`src/rtl/pipe_pkg.sv`:
```
// Shared pipeline constants: per-stage payload widths, control-field offsets
// and the occupancy encoding used by every skid stage.
package pipe_pkg;

  localparam int DEF_DATA_W = 32;
  localparam int DEF_CTRL_W = 8;

  localparam int IF_ID_DATA_W  = 64;
  localparam int IF_ID_CTRL_W  = 1;
  localparam int ID_EX_DATA_W  = 32;
  localparam int ID_EX_CTRL_W  = 8;
  localparam int EX_MEM_DATA_W = 32;
  localparam int EX_MEM_CTRL_W = 4;
  localparam int MEM_WB_DATA_W = 32;
  localparam int MEM_WB_CTRL_W = 2;

  // Control-bus field layout inside the ID/EX control payload
  localparam int EX_CTRL_ALUOP_LSB    = 0;
  localparam int EX_CTRL_ALUOP_W      = 3;
  localparam int EX_CTRL_ALUSRC_BIT   = 3;
  localparam int MEM_CTRL_READ_BIT    = 4;
  localparam int MEM_CTRL_WRITE_BIT   = 5;
  localparam int WB_CTRL_REGWRITE_BIT = 6;
  localparam int WB_CTRL_MEMTOREG_BIT = 7;

  localparam logic [1:0] OCC_EMPTY = 2'd0;
  localparam logic [1:0] OCC_MAX   = 2'd2;

  function automatic logic [1:0] occ_count(input logic main_v, input logic skid_v);
    return {1'b0, main_v} + {1'b0, skid_v};
  endfunction

endpackage

```
`src/rtl/pipe_entry.sv`:
```
// One pipeline entry register: valid bit plus control and data payload.
// Control is zeroed whenever the entry goes invalid; data optionally held.
module pipe_entry
  import pipe_pkg::*;
#(
  parameter int DATA_W     = DEF_DATA_W,
  parameter int CTRL_W     = DEF_CTRL_W,
  parameter bit CLEAR_DATA = 1'b1
) (
  input  logic              clk,
  input  logic              rst,
  input  logic              i_load,
  input  logic              i_clear,
  input  logic [CTRL_W-1:0] i_ctrl,
  input  logic [DATA_W-1:0] i_data,
  output logic              o_valid,
  output logic [CTRL_W-1:0] o_ctrl,
  output logic [DATA_W-1:0] o_data
);

  logic              r_valid;
  logic [CTRL_W-1:0] r_ctrl;
  logic [DATA_W-1:0] r_data;

  // Load wins over clear; a cleared entry becomes a bubble
  always_ff @(posedge clk) begin
    if (rst) begin
      r_valid <= 1'b0;
      r_ctrl  <= '0;
      r_data  <= '0;
    end else if (i_load) begin
      r_valid <= 1'b1;
      r_ctrl  <= i_ctrl;
      r_data  <= i_data;
    end else if (i_clear) begin
      r_valid <= 1'b0;
      r_ctrl  <= '0;
      if (CLEAR_DATA) begin
        r_data <= '0;
      end
    end
  end

  assign o_valid = r_valid;
  assign o_ctrl  = r_ctrl;
  assign o_data  = r_data;

endmodule

```
`src/rtl/pipe_stage_skid_chk.sv`:
```
// Structural invariants of the skid stage, checked every clock outside reset.
module pipe_stage_skid_chk
  import pipe_pkg::*;
(
  input logic       clk,
  input logic       rst,
  input logic       main_valid,
  input logic       skid_valid,
  input logic       in_ready,
  input logic [1:0] occupancy
);

  a_skid_implies_main: assert property (@(posedge clk) disable iff (rst)
    skid_valid |-> main_valid)
    else $error("skid entry valid while main entry empty");

  a_ready_tracks_skid: assert property (@(posedge clk) disable iff (rst)
    in_ready == ~skid_valid)
    else $error("in_ready disagrees with skid entry state");

  a_occ_range: assert property (@(posedge clk) disable iff (rst)
    occupancy <= OCC_MAX)
    else $error("occupancy out of range");

endmodule

```
`src/rtl/pipe_stage_skid.sv`:
```
// Pipeline stage register with valid/ready handshake and a 2-entry skid buffer;
// in_ready is registered so backpressure never chains combinationally.
module pipe_stage_skid
  import pipe_pkg::*;
#(
  parameter int DATA_W     = DEF_DATA_W,
  parameter int CTRL_W     = DEF_CTRL_W,
  parameter bit CLEAR_DATA = 1'b1
) (
  input  logic              clk,
  input  logic              rst,
  input  logic              flush,
  input  logic              in_valid,
  output logic              in_ready,
  input  logic [DATA_W-1:0] in_data,
  input  logic [CTRL_W-1:0] in_ctrl,
  output logic              out_valid,
  input  logic              out_ready,
  output logic [DATA_W-1:0] out_data,
  output logic [CTRL_W-1:0] out_ctrl,
  output logic [1:0]        occupancy
);

  logic              w_main_valid, w_skid_valid;
  logic [CTRL_W-1:0] w_main_ctrl, w_skid_ctrl, w_main_ctrl_in;
  logic [DATA_W-1:0] w_main_data, w_skid_data, w_main_data_in;
  logic              w_acc, w_drn;
  logic              w_main_load, w_main_clear, w_main_from_skid;
  logic              w_skid_load, w_skid_clear;
  logic              w_main_valid_nxt, w_skid_valid_nxt;
  logic              r_in_ready;
  logic [1:0]        r_occupancy;

  assign w_acc = in_valid & r_in_ready;
  assign w_drn = w_main_valid & out_ready;

  // Steering: decide which entry loads or clears this cycle
  always_comb begin
    w_main_load      = 1'b0;
    w_main_clear     = 1'b0;
    w_main_from_skid = 1'b0;
    w_skid_load      = 1'b0;
    w_skid_clear     = 1'b0;
    if (flush) begin
      w_main_clear = 1'b1;
      w_skid_clear = 1'b1;
    end else if (!w_main_valid) begin
      w_main_load = w_acc;
    end else if (w_drn) begin
      if (w_skid_valid) begin
        w_main_load      = 1'b1;
        w_main_from_skid = 1'b1;
        w_skid_load      = w_acc;
        w_skid_clear     = ~w_acc;
      end else begin
        w_main_load  = w_acc;
        w_main_clear = ~w_acc;
      end
    end else begin
      w_skid_load = w_acc & ~w_skid_valid;
    end
    w_main_valid_nxt = w_main_load | (w_main_valid & ~w_main_clear);
    w_skid_valid_nxt = w_skid_load | (w_skid_valid & ~w_skid_clear);
  end

  assign w_main_ctrl_in = w_main_from_skid ? w_skid_ctrl : in_ctrl;
  assign w_main_data_in = w_main_from_skid ? w_skid_data : in_data;

  pipe_entry #(.DATA_W(DATA_W), .CTRL_W(CTRL_W), .CLEAR_DATA(CLEAR_DATA)) u_main (
    .clk(clk), .rst(rst), .i_load(w_main_load), .i_clear(w_main_clear),
    .i_ctrl(w_main_ctrl_in), .i_data(w_main_data_in),
    .o_valid(w_main_valid), .o_ctrl(w_main_ctrl), .o_data(w_main_data)
  );

  pipe_entry #(.DATA_W(DATA_W), .CTRL_W(CTRL_W), .CLEAR_DATA(CLEAR_DATA)) u_skid (
    .clk(clk), .rst(rst), .i_load(w_skid_load), .i_clear(w_skid_clear),
    .i_ctrl(in_ctrl), .i_data(in_data),
    .o_valid(w_skid_valid), .o_ctrl(w_skid_ctrl), .o_data(w_skid_data)
  );

  // Handshake status registered from the next-state entry valids
  always_ff @(posedge clk) begin
    if (rst) begin
      r_in_ready  <= 1'b1;
      r_occupancy <= OCC_EMPTY;
    end else begin
      r_in_ready  <= ~w_skid_valid_nxt;
      r_occupancy <= occ_count(w_main_valid_nxt, w_skid_valid_nxt);
    end
  end

  assign in_ready  = r_in_ready;
  assign occupancy = r_occupancy;
  assign out_valid = w_main_valid;
  assign out_ctrl  = w_main_ctrl;
  assign out_data  = w_main_data;

  pipe_stage_skid_chk u_chk (
    .clk(clk), .rst(rst), .main_valid(w_main_valid), .skid_valid(w_skid_valid),
    .in_ready(r_in_ready), .occupancy(r_occupancy)
  );

endmodule

```
`config.mk`:
```
export PLATFORM = sky130hd
export DESIGN_NAME = pipe_stage_skid
export DESIGN_NICKNAME = d
export VERILOG_FILES = /design/src/rtl/pipe_pkg.sv /design/src/rtl/pipe_entry.sv /design/src/rtl/pipe_stage_skid_chk.sv /design/src/rtl/pipe_stage_skid.sv
export SDC_FILE = /design/constraint.sdc
export NUM_CORES = 1
export LEC_CHECK = 0
export CORE_ASPECT_RATIO = 0.6
export CORE_MARGIN = 10
export CORE_UTILIZATION = 47
export CTS_BUF_LIST = sky130_fd_sc_hd__clkbuf_4 sky130_fd_sc_hd__clkbuf_8 sky130_fd_sc_hd__clkbuf_16
export CTS_CLUSTER_DIAMETER = 40
export DETAILED_ROUTE_END_ITERATION = 8
export PLACE_DENSITY_LB_ADDON = 0.25
export SLEW_MARGIN = 0
export SYNTH_ARGS = -nofsm -noshare
export SYNTH_HDL_FRONTEND = slang
export SYNTH_SLANG_ARGS = --single-unit
```
`constraint.sdc`:
```
create_clock -name clk -period 2.3 [get_ports clk]
set_clock_uncertainty 0.05 [all_clocks]
set_input_delay 0.69 -clock clk [delete_from_list [all_inputs] [get_ports clk]]
set_output_delay 0.69 -clock clk [all_outputs]
set_load 0.05 [all_outputs]
```
==> results by group, run 1 <==
Detailed routing
  • Drt pass-1 iters: 4
  • Post-route ant nets: 0
  • Final WL: 7840 µm
  • WL/cell: 17.9 µm
  • Vias after detailed routing: 2355
  • 1st-iter DRT viols: 149
  • Via density: 5.36
  • Residual DRC: 0

Clock network
  • Post-CTS Setup Inserts: 0
  • CTS tree: yes
  • Reg clk slew, reported paths: ~0.080 ns
  • H-tree depth: 3
  • CTS root buffer: clkbuf_8
  • Hold Buf Count CTS: 0
  • Clock latency on the worst-skew pair: 0.35 ns
  • Total CTS buffers: 9
  • CTS sink cnt: 85
  • Deepest clock path buffer count: 2

Synthesis
  • Biggest area consumer among synthesized cells: dfxtp_1
  • Register area share after synthesis: 54.6%
  • Synth cell types: 20
  • Flops & latches, synth: 85
  • Syn_area_per_cell: 12.2 µm²
  • Post-synth top area share: 54.6%
  • Yosys Warn Count: 0
  • Top cells by area, synth: dfxtp_1 55%, mux2i_1 13%, a22o_1 11%
  • Cell Area, Synth: 0.00312 mm²
  • Syn nets: roughly 300
  • Gate Count Post-Synth: 256

Worst setup path
  • Worst Path Max Fanout: 2
  • Setup CP Type: reg -> out
  • CP max stage cell: clkdlybuf4s50_1
  • Delay of the slowest cell on the worst path: 0.82 ns
  • CP bufs+invs: 1
  • CP endpoint kind: output port
  • WP data arrival: 1.52 ns
  • Worst path cell trace: clkdlybuf4s50_1
  • Worst EP required: between 1.5 and 2 ns
  • CP delay by family, top: buffers and inverters
  • Kind of start point of the critical path: flop

STA
  • Hold Fails Final Rpt: 0
  • Worst slew margin: a little under two thirds
  • FMAX: 442 MHz
  • Setup TNS: 0 ns
  • Fin crit period: approximately 2.3 ns
  • Measured slew at the worst slew-check pin: 0.540 ns
  • Fin crit share: 98.3%
  • Final Max Slew Viols: 0
  • Unrepaired setup endpoints after global routing: no
  • Final setup vio count: 0

Hold path
  • Worst min path class: reg -> reg

Placement
  • Placed Area: 0.00416 mm²
  • HPWL Detailed: 5480 µm
  • Final GP Congestion: between 0.7 and 0.8
  • # port buffers: 88

Final layout
  • Share of post-route cells with drive strength above 1: 11.0%
  • # diodes: 0
  • Nets: between 300 and 400
  • Layout area overhead: 42.1%
  • Post-route cell area: 0.00443 mm²
  • Commonest cells after routing, fill and taps aside: 85 x dfxtp_1, 74 x clkdlybuf4s50_1, 41 x mux2i_1
  • Commonest non-fill, non-tap cell in the layout: dfxtp_1
  • Fillers: ~460

Die
  • Die area: 0.0104 mm²
  • Core box area: 0.00628 mm²
  • Die span in y: 83.1 µm
  • Die extent in x: 125 µm
  • Top Ports: ~90
  • Rows: 22
  • Initial core utilization: 49.6%

Power
  • Overall Power: about 3.1 mW
  • Peak supply drop: around 0.35 mV
  • Pwr dens: 707 mW/mm²
  • Leakage: 2.12 nW

Global route
  • GRT Util Overall: approximately 15%
  • First-pass GRT wire length: 12800 µm
  • Largest net degree at the start of global routing: 33
  • Initial antenna violation count: 0
  • Overflow after GRT: 0
  • Vias in the first global route: 2368

Outcome
  • Outcome: complete, no violations

Run
  • Max-Cap Viols: 0
## per-layer routing
layer  global-route usage [%]  vias to the layer above  share of wire [%]
li1                         -                     1160                  -
met1                     20.0                     1117                 50
met2                     19.8                       70                 41
met3                     7.17                        8                8.5
met4                     4.35                        0               0.83
met5                        0                        -                  0
## final timing paths
kind / startpoint / to / slack, ns / cells after the start
setup / recovery: u_main.o_data[26] / out_data[26] / 0.04 / 1
hold / removal: u_main.o_ctrl[5] / u_main.o_ctrl[5] / 0.42 / 1
setup reg to reg: u_main.o_valid / u_skid.o_data[4] / 0.45 / 6
hold reg to reg: u_main.o_ctrl[5] / u_main.o_ctrl[5] / 0.42 / 1
## Yosys cell counts
library cell and n:
nand2_1 4, inv_1 1, and2_1 2, a21oi_1 2, or2_1 1, nor2_1 6, nand3b_1 1, dfxtp_1 85
ha_1 2, o2bb2ai_1 40, buf_6 5, or2_2 1, nor3_1 1, mux2i_1 41, o22ai_1 1, a221o_1 1
buf_2 17, a22o_1 40, nand2b_1 1, nor2b_1 4
## power by group
part           internal [mW]  leakage [nW]  total [mW]  switching (mW)
Sequential              1.50         0.689        1.52          0.0191
Combinational          0.161          1.31       0.355           0.194
Clock                  0.740         0.116        1.25           0.514
Total                   2.40          2.12        3.13           0.727
## what timing repair did
action                     in CTS  in global routing
resized for setup               1                 11
setup endpoints to repair       1                 11
gates cloned                    0                  0
hold endpoints to repair        0                  0
## logic make-up (layout without fill, tap and decap cells)
| family | count (synthesis) | after routing | synth area share (%) |
|---|---|---|---|
| DFF | 85 | 85 | 54.6 |
| adders and majority gates | 2 | 2 | 0.803 |
| muxes | 41 | 41 | 13.2 |
| buffers and inverters | 23 | 122 | 4.66 |
| and+or+nand+nor | 21 | 21 | 3.41 |
| AOI/OAI and AO/OA | 84 | 84 | 23.3 |
## worst register-to-register path: stages (launching register included)
cell and delay, ns:
dfxtp_1 0.51, and2_1 0.21, ha_1 0.25, mux2i_1 0.24
a21oi_4 0.11, buf_12 0.18, a22o_1 0.20
## sequential cells by signal (all words and copies together) (netlist names)
| signal | cells |
|---|---|
| in_ready | 1 |
| occupancy | 2 |
| u_main.o_ctrl | 8 |
| u_main.o_data | 32 |
| u_main.o_valid | 1 |
| u_skid.o_ctrl | 8 |
| u_skid.o_data | 32 |
| u_skid.o_valid | 1 |
## area by class of cell
cell class / count / area (µm²) / share of cell area [%]
Clock buffer: 11 / 139 / 3.14
Clock inverter: 4 / 97.6 / 2.20
Inverter: 1 / 3.75 / 0.0848
Multi-Input combinational cell: 148 / 1290 / 29.2
Sequential cell: 85 / 1700 / 38.4
Tap cell: 84 / 105 / 2.37
Timing Repair Buffer: 106 / 1090 / 24.6
## per-stage QoR
step / worst slack (ns) / utilization [%] / std cells / hold slack, ns
final: 0.0382 / 70.5 / 439 / 0.418
after global routing: 0.000442 / 70.5 / 439 / 0.433
after CTS: 0.00287 / 70.1 / 439 / 0.421
after detailed placement: -0.197 / 66.3 / 424 / 0.396
after global placement: -0.160 / 66.3 / 424 / 0.394
after floorplan: 0.201 / - / 256 / 0.392
Power figures use the tool's default switching activity.
==> run 2: changes to the inputs <==
- ABC_AREA: not set -> 1
- CORE_UTILIZATION: 47 -> 50
- CTS_CLUSTER_SIZE: not set -> 40
- REMOVE_ABC_BUFFERS: not set -> 1
==> run 2 against run 1 <==
- cell count is 62% higher
- global-route usage up 4.9 points
- design area grew 16%
- routed wire length is 43% higher
- clock power up 17%
- register-to-register slack gained 0.16 ns
- non-clock buffer count is 5 higher
- sequential power about the same
- fmax barely moved
- critical endpoint is now out_data[29]
==> results by group, run 2 <==
Synthesis
  • Biggest area consumer among synthesized cells: dfxtp_1
  • XOR/XNOR Fraction of Synth Area: 0% (unchanged)
  • Top cells by area, synth: dfxtp_1 45%, nand2_1 17%, a21oi_1 11%
  • Most common cell in the netlist: nand2_1
  • Post-synth EDFFs: 0 (unchanged)
  • Simple-gate share of the synthesized area: 35.7% (+32 points)
  • Register area share after synthesis: 45.5% (-9.2 points)
  • Syn_area_per_cell: 7.09 µm² (-42%)
  • Adder-Cell Fraction of Synth Area: 0.668% (-0.13 points)
  • Post-synth top area share: 45.5% (-9.2 points)
  • Synth cell types: 17 (-15%)
  • Synth top cells by count: 168 x nand2_1, 85 x dfxtp_1, 83 x a21oi_1, 83 x nand3_1, 40 x nand4_1
  • Flops & latches, synth: 85 (unchanged)
  • Synth Area in Compound Gates: 11.1% (-12 points)
  • Gate Count Post-Synth: 528 (+110%)
  • Dominant synthesized flop cell: dfxtp_1
  • Yosys Warn Count: 0 (unchanged)
  • Synth async-reset ratio: 0% (unchanged)
  • Main combinational cell family by area after synthesis: simple AND/OR/NAND/NOR gates
  • Cell Area, Synth: 0.00374 mm² (+20%)
  • Post-synthesis mux area share: 0% (-13 points)

Outcome
  • Outcome: complete, no violations

Placement
  • HPWL Detailed: 7230 µm (+32%)
  • # port buffers: 88 (unchanged)
  • # placed instances: 693 (+63%)
  • Final GP Congestion: 0.794 (+6.1%)
  • Placed Area: 0.00481 mm² (+16%)

Worst setup path
  • Crit Reg-Reg Startpoint: u_main.o_valid
  • CP max stage cell: clkdlybuf4s50_1
  • Worst Path Max Fanout: 2 (unchanged)
  • CP endpoint kind: output port
  • Setup CP Type: reg -> out
  • Kind of start point of the critical path: flop
  • CP delay by family, top: buffers and inverters
  • Launch point of the critical path: u_main.o_data[29]
  • Worst path cell trace: clkdlybuf4s50_1
  • Worst EP required: 1.56 ns (about the same)
  • CP bufs+invs: 1 (unchanged)
  • Delay of the slowest cell on the worst path: 0.82 ns (about the same)
  • WP data arrival: 1.52 ns (about the same)

Clock network
  • CTS sink cnt: 85 (unchanged)
  • Post-CTS Setup Inserts: 0 (unchanged)
  • Deepest clock path buffer count: 2 (unchanged)
  • Clock latency on the worst-skew pair: 0.34 ns (about the same)
  • CTS root buffer: clkbuf_16
  • CTS tree: yes
  • H-tree depth: 3 (unchanged)
  • Reg clk slew, reported paths: 0.06 ns (-0.02 ns)
  • Hold Buf Count CTS: 0 (unchanged)
  • Total CTS buffers: 9 (unchanged)

Final layout
  • Nets: 647 (+63%)
  • Commonest non-fill, non-tap cell in the layout: nand2_1
  • Share of post-route cells with drive strength above 1: 7.93% (-3.1 points)
  • Final std cells w/o fill: 709 (+62%)
  • Post-route cell area: 0.00511 mm² (+16%)
  • # diodes: 0 (unchanged)
  • Commonest cells after routing, fill and taps aside: 167 x nand2_1, 85 x dfxtp_1, 85 x clkdlybuf4s50_1
  • Layout area overhead: 36.6%

Run
  • Max-Cap Viols: 0 (unchanged)

Detailed routing
  • Final WL: 11200 µm (+43%)
  • Via density: 5.59 (+4.2%)
  • Post-route ant nets: 0 (unchanged)
  • 1st-iter DRT viols: 404 (+170%)
  • WL/cell: 15.8 µm (-11%)
  • Vias after detailed routing: 3963 (+68%)
  • Residual DRC: 0 (unchanged)
  • Drt pass-1 iters: 5 (+1)

Die
  • Die area: 0.0115 mm² (+10%)
  • Core box area: 0.00727 mm² (+16%)
  • Top Ports: 89 (unchanged)
  • Initial core utilization: 51.5% (+1.9 points)
  • Die extent in x: 132 µm (+5.3%)
  • Rows: 24 (+9.1%)
  • Die span in y: 87.0 µm (+4.8%)

Global route
  • Overflow after GRT: 0 (unchanged)
  • GRT Util Overall: 19.7% (+4.9 points)
  • Initial antenna violation count: 0 (unchanged)
  • Vias in the first global route: 3840 (+62%)
  • Largest net degree at the start of global routing: 58 (+76%)
  • First-pass GRT wire length: 18700 µm (+47%)

Power
  • Reg power frac: 45.2% (-3.4 points)
  • Net Switching: 803 µW (+10%)
  • Clock group share of total power: 43.6% (+3.5 points)
  • Int Power: 2.54 mW (+5.5%)
  • Peak supply drop: 0.435 mV (+23%)
  • Pwr dens: 653 mW/mm² (-7.7%)
  • Sw Ratio: 24.0% (+0.81 points)
  • Power share of the combinational group: 11.2% (about the same)
  • Leakage: 1.93 nW (-9.0%)

STA
  • Unrepaired setup endpoints after global routing: no
  • Hold Worst Slack: 0.427 ns (+0.00911 ns)
  • Final setup vio count: 0 (unchanged)
  • FMAX: 442 MHz (about the same)
  • Final Max Slew Viols: 0 (unchanged)
  • Fin crit share: 98.4% (about the same)
  • Worst slew margin: 64.3% (+0.37 points)
  • Measured slew at the worst slew-check pin: 0.534 ns (-0.00627 ns)
  • Hold Fails Final Rpt: 0 (unchanged)
  • Fin crit period: 2.26 ns (+0.00220 ns)

Hold path
  • Critical hold path startpoint: u_main.o_data[23]
  • Worst min path class: reg -> reg
run 2: cell types whose count changed after synthesis, moves of 4 or more:
| cell | previous run | this run |
|---|---|---|
| a21oi_1 | 2 | 83 |
| a22o_1 | 40 | 0 |
| buf_2 | 17 | 21 |
| buf_4 | 0 | 5 |
| buf_6 | 5 | 0 |
| clkbuf_1 | 0 | 22 |
| inv_1 | 1 | 6 |
| mux2i_1 | 41 | 0 |
| nand2_1 | 4 | 168 |
| nand3_1 | 0 | 83 |
| nand4_1 | 0 | 40 |
| nor2b_1 | 4 | 0 |
| o2bb2ai_1 | 40 | 0 |
run 2: stage by stage:
step                      total power [mW]  TNS, ns  worst slack, ns  util (%)
after global placement                1.91    -1.93          -0.0584      66.2
after detailed placement              1.91    -5.38           -0.181      66.2
after CTS                             3.36        0           0.0179      70.4
after global routing                  3.45        0          0.00187      70.4
final                                 3.34        0           0.0360      70.4
after floorplan                       1.70   -60.12           -0.743         -
run 2: layout make-up:
| class | count | area (µm²) |
|---|---|---|
| timing repair buffer | 111 | 1150 |
| clock buffer | 12 | 254 |
| fill | 624 | 2150 |
| tap | 104 | 130 |
| inverter | 9 | 33.8 |
| clock inverter | 4 | 47.5 |
| sequential | 85 | 1700 |
| multi-input combinational | 384 | 1800 |
run 2: timing repair:
item,4_1_cts,5_1_grt
hold endpoints to repair,0,0
gates resized for setup,1,1
gates cloned,0,0
setup endpoints to repair,1,1
run 2: path summary, 6_finish.rpt:
path / slack, ns / depth (start not counted) / end
worst max-delay path: 0.04 / 1 / out_data[29]
worst min-delay path: 0.43 / 2 / u_main.o_data[23]
worst max register to register: 0.61 / 9 / u_skid.o_data[13]
worst min register to register: 0.43 / 2 / u_main.o_data[23]
run 2: power by group through the flow:
stage,sequential (mW),clock (mW),combinational [mW]
detailed placement,1.54,0,0.372
global placement,1.54,0,0.370
finish,1.51,1.46,0.375
CTS,1.51,1.48,0.374
floorplan,1.61,0,0.0967
global route,1.51,1.54,0.405
run 2: routing by layer:
metal  global-route usage (%)  vias to the layer above  part of all wire (%)
li1                         -                     1937                     -
met5                        0                        -                     0
met3                     7.37                       13                   8.9
met1                     24.4                     1820                    45
met4                     5.03                        0                   1.2
met2                     31.8                      193                    45
run 2: logic make-up after synthesis:
group | Yosys count
flip-flops | 85
adder cells (fa/ha/maj) | 2
AO/OA/AOI/OAI | 83
buffers and inverters | 59
AND/OR/NAND/NOR | 299
==> run 3: changes to the inputs <==
- CORE_UTILIZATION: 50 -> 29
- CTS_BUF_LIST: sky130_fd_sc_hd__clkbuf_4 sky130_fd_sc_hd__clkbuf_8 sky130_fd_sc_hd__clkbuf_16 -> sky130_fd_sc_hd__clkbuf_8
==> run 3 against run 2 <==
- fmax grew 0.92%
- hold slack improved by 0.0055 ns
- design area increased by 1.6%
- via count decreased by 1.3%
- power down 7.7%
- clock power shrank 18%
- non-clock buffer count increased by 4
- critical endpoint unchanged
- largest cell class unchanged
- largest power group unchanged
==> results by group, run 3 (synthesized netlist as in run 2, its figures left out) <==
Outcome
  • Outcome: complete, no violations

Detailed routing
  • Final WL: 12600 µm (+13%)
  • Via density: 5.02 (-10%)
  • 1st-iter DRT viols: 317 (-22%)
  • Residual DRC: 0 (unchanged)
  • Post-route ant nets: 0 (unchanged)
  • WL/cell: 16.2 µm (+2.5%)
  • Vias after detailed routing: 3912 (-1.3%)
  • Drt pass-1 iters: 5 (unchanged)

Power
  • Sw Ratio: 25.8% (+1.8 points)
  • Leakage: 2.36 nW (+22%)
  • Overall Power: 3.08 mW (-7.7%)
  • Clock group share of total power: 38.6% (-5.0 points)
  • Net Switching: 797 µW (-0.70%)
  • Power share of the combinational group: 12.6% (+1.4 points)
  • Int Power: 2.29 mW (-9.9%)
  • Pwr dens: 594 mW/mm² (-9.1%)
  • Reg power frac: 48.8% (+3.6 points)
  • Peak supply drop: 0.293 mV (-33%)

Die
  • Top Ports: 89 (unchanged)
  • Initial core utilization: 29.4% (-22 points)
  • Die extent in x: 167 µm (+27%)
  • Die span in y: 108 µm (+24%)
  • Die area: 0.0180 mm² (+57%)
  • Core box area: 0.0127 mm² (+75%)
  • Rows: 32 (+33%)

Clock network
  • Deepest clock path buffer count: 2 (unchanged)
  • Clock latency on the worst-skew pair: 0.36 ns (+0.02 ns)
  • CTS tree: yes
  • H-tree depth: 3 (unchanged)
  • Reg clk slew, reported paths: 0.09 ns (+0.03 ns)
  • CTS root buffer: clkbuf_8
  • Total CTS buffers: 9 (unchanged)
  • Post-CTS Setup Inserts: 0 (unchanged)
  • CTS sink cnt: 85 (unchanged)

Final layout
  • Fillers: 1299 (+110%)
  • # diodes: 0 (unchanged)
  • FF+latch area: 0.00170 mm² (unchanged)
  • Commonest non-fill, non-tap cell in the layout: nand2_1
  • Nets: 652 (+0.77%)
  • Share of post-route cells with drive strength above 1: 10.2% (+2.2 points)
  • Post-route cell area: 0.00520 mm² (+1.6%)
  • Area of the multi-input gates: 0.00181 mm² (+0.77%)
  • Finished Core Util: 40.8% (-30 points)
  • Commonest cells after routing, fill and taps aside: 166 x nand2_1, 85 x dfxtp_1, 83 x a21oi_1
  • Layout area overhead: 38.8%

STA
  • Final Max Slew Viols: 0 (unchanged)
  • Final setup vio count: 0 (unchanged)
  • Setup TNS: 0 ns (unchanged)
  • Fin crit share: 97.5% (-0.90 points)
  • Fin worst setup slack: 0.0568 ns (+0.0207 ns)
  • Worst slew margin: 56.1% (-8.2 points)
  • Measured slew at the worst slew-check pin: 0.657 ns (+0.123 ns)
  • Unrepaired setup endpoints after global routing: no
  • FMAX: 446 MHz (+0.92%)
  • Fin crit period: 2.24 ns (-0.0207 ns)
  • Hold Fails Final Rpt: 0 (unchanged)

Run
  • Max-Cap Viols: 0 (unchanged)

Worst setup path
  • Crit Reg-Reg Startpoint: u_main.o_valid
  • Critical Path End: out_data[29]
  • Launch point of the critical path: u_main.o_data[29]
  • CP endpoint kind: output port
  • Reg-to-Reg End: u_skid.o_data[11]
  • Worst Path Max Fanout: 2 (unchanged)
  • Worst reg2reg path depth: 9 (unchanged)
  • Setup CP Type: reg -> out
  • CP bufs+invs: 1 (unchanged)
  • R2R Setup Slk: 0.57 ns (-0.04 ns)
  • CP Depth: 1 (unchanged)
  • WP data arrival: 1.50 ns (-0.02 ns)
  • Delay of the slowest cell on the worst path: 0.80 ns (-0.02 ns)
  • CP max stage cell: clkdlybuf4s50_1
  • CP delay by family, top: buffers and inverters
  • Worst path cell trace: clkdlybuf4s50_1
  • Kind of start point of the critical path: flop
  • Worst EP required: 1.56 ns (about the same)

Global route
  • Gr busiest metal: met2
  • Met2 usage: 20.1% (-12 points)
  • Initial antenna violation count: 0 (unchanged)
  • Largest net degree at the start of global routing: 41 (-29%)
  • Met1 Use GR: 17.8% (-6.6 points)
  • Vias in the first global route: 3733 (-2.8%)
  • M3 GR Usage: 4.71% (-2.7 points)
  • GRT Util Overall: 13.2% (-6.4 points)
  • First-pass GRT wire length: 19700 µm (+5.3%)
  • Overflow after GRT: 0 (unchanged)

Hold path
  • Worst min path class: reg -> reg

Placement
  • Pre-CTS setup slack: -0.304 ns (-0.123 ns)
  • HPWL Detailed: 8280 µm (+15%)
  • # port buffers: 88 (unchanged)
  • Placed Area: 0.00490 mm² (+1.9%)
  • Final GP Congestion: 0.775 (-2.4%)
-- run 3: final cells by class --
cell class,instances,share of cell area [%]
clock buffer,10,2.65
timing repair buffer,115,23.3
inverter,9,0.650
sequential,85,32.7
tap,170,4.09
clock inverter,6,1.69
multi-input combinational,385,34.9
-- run 3: power groups by stage --
stage,clock [mW],sequential (mW),combinational [mW]
5_1_grt,1.30,1.51,0.420
4_1_cts,1.23,1.51,0.385
3_3_place_gp,0,1.54,0.381
3_5_place_dp,0,1.54,0.383
6_report,1.19,1.51,0.388
2_1_floorplan,0,1.61,0.0967
-- run 3: worst min path at each step --
| stage | start | depth (start not counted) | slack [ns] | to |
|---|---|---|---|---|
| final | u_main.o_data[6] | 2 | 0.43 | u_main.o_data[6] |
| after global routing | u_main.o_data[13] | 2 | 0.45 | u_main.o_data[13] |
| after CTS | u_main.o_data[6] | 2 | 0.44 | u_main.o_data[6] |
| after detailed placement | u_main.o_data[6] | 2 | 0.42 | u_main.o_data[6] |
| after global placement | u_main.o_data[2] | 2 | 0.42 | u_main.o_data[2] |
| after floorplan | u_skid.o_ctrl[0] | 2 | 0.42 | u_skid.o_ctrl[0] |
-- run 3: metal layers --
layer	vias up	wire length (µm)
li1	1951	-
met1	1808	6250
met2	142	5450
met3	11	843
met4	0	110
met5	-	0
-- run 3: what timing repair did --
action / 4_1_cts / 5_1_grt
resized for setup: 4 / 25
hold buffers: 0 / 0
endpoints found under the setup margin: 4 / 64
gates cloned: 0 / 1
-- run 3: stage by stage --
stage                     hold slack (ns)  std cells
after CTS                           0.439        779
after global placement              0.421        763
after floorplan                     0.417        478
final                               0.432        780
after detailed placement            0.425        763
after global routing                0.452        780
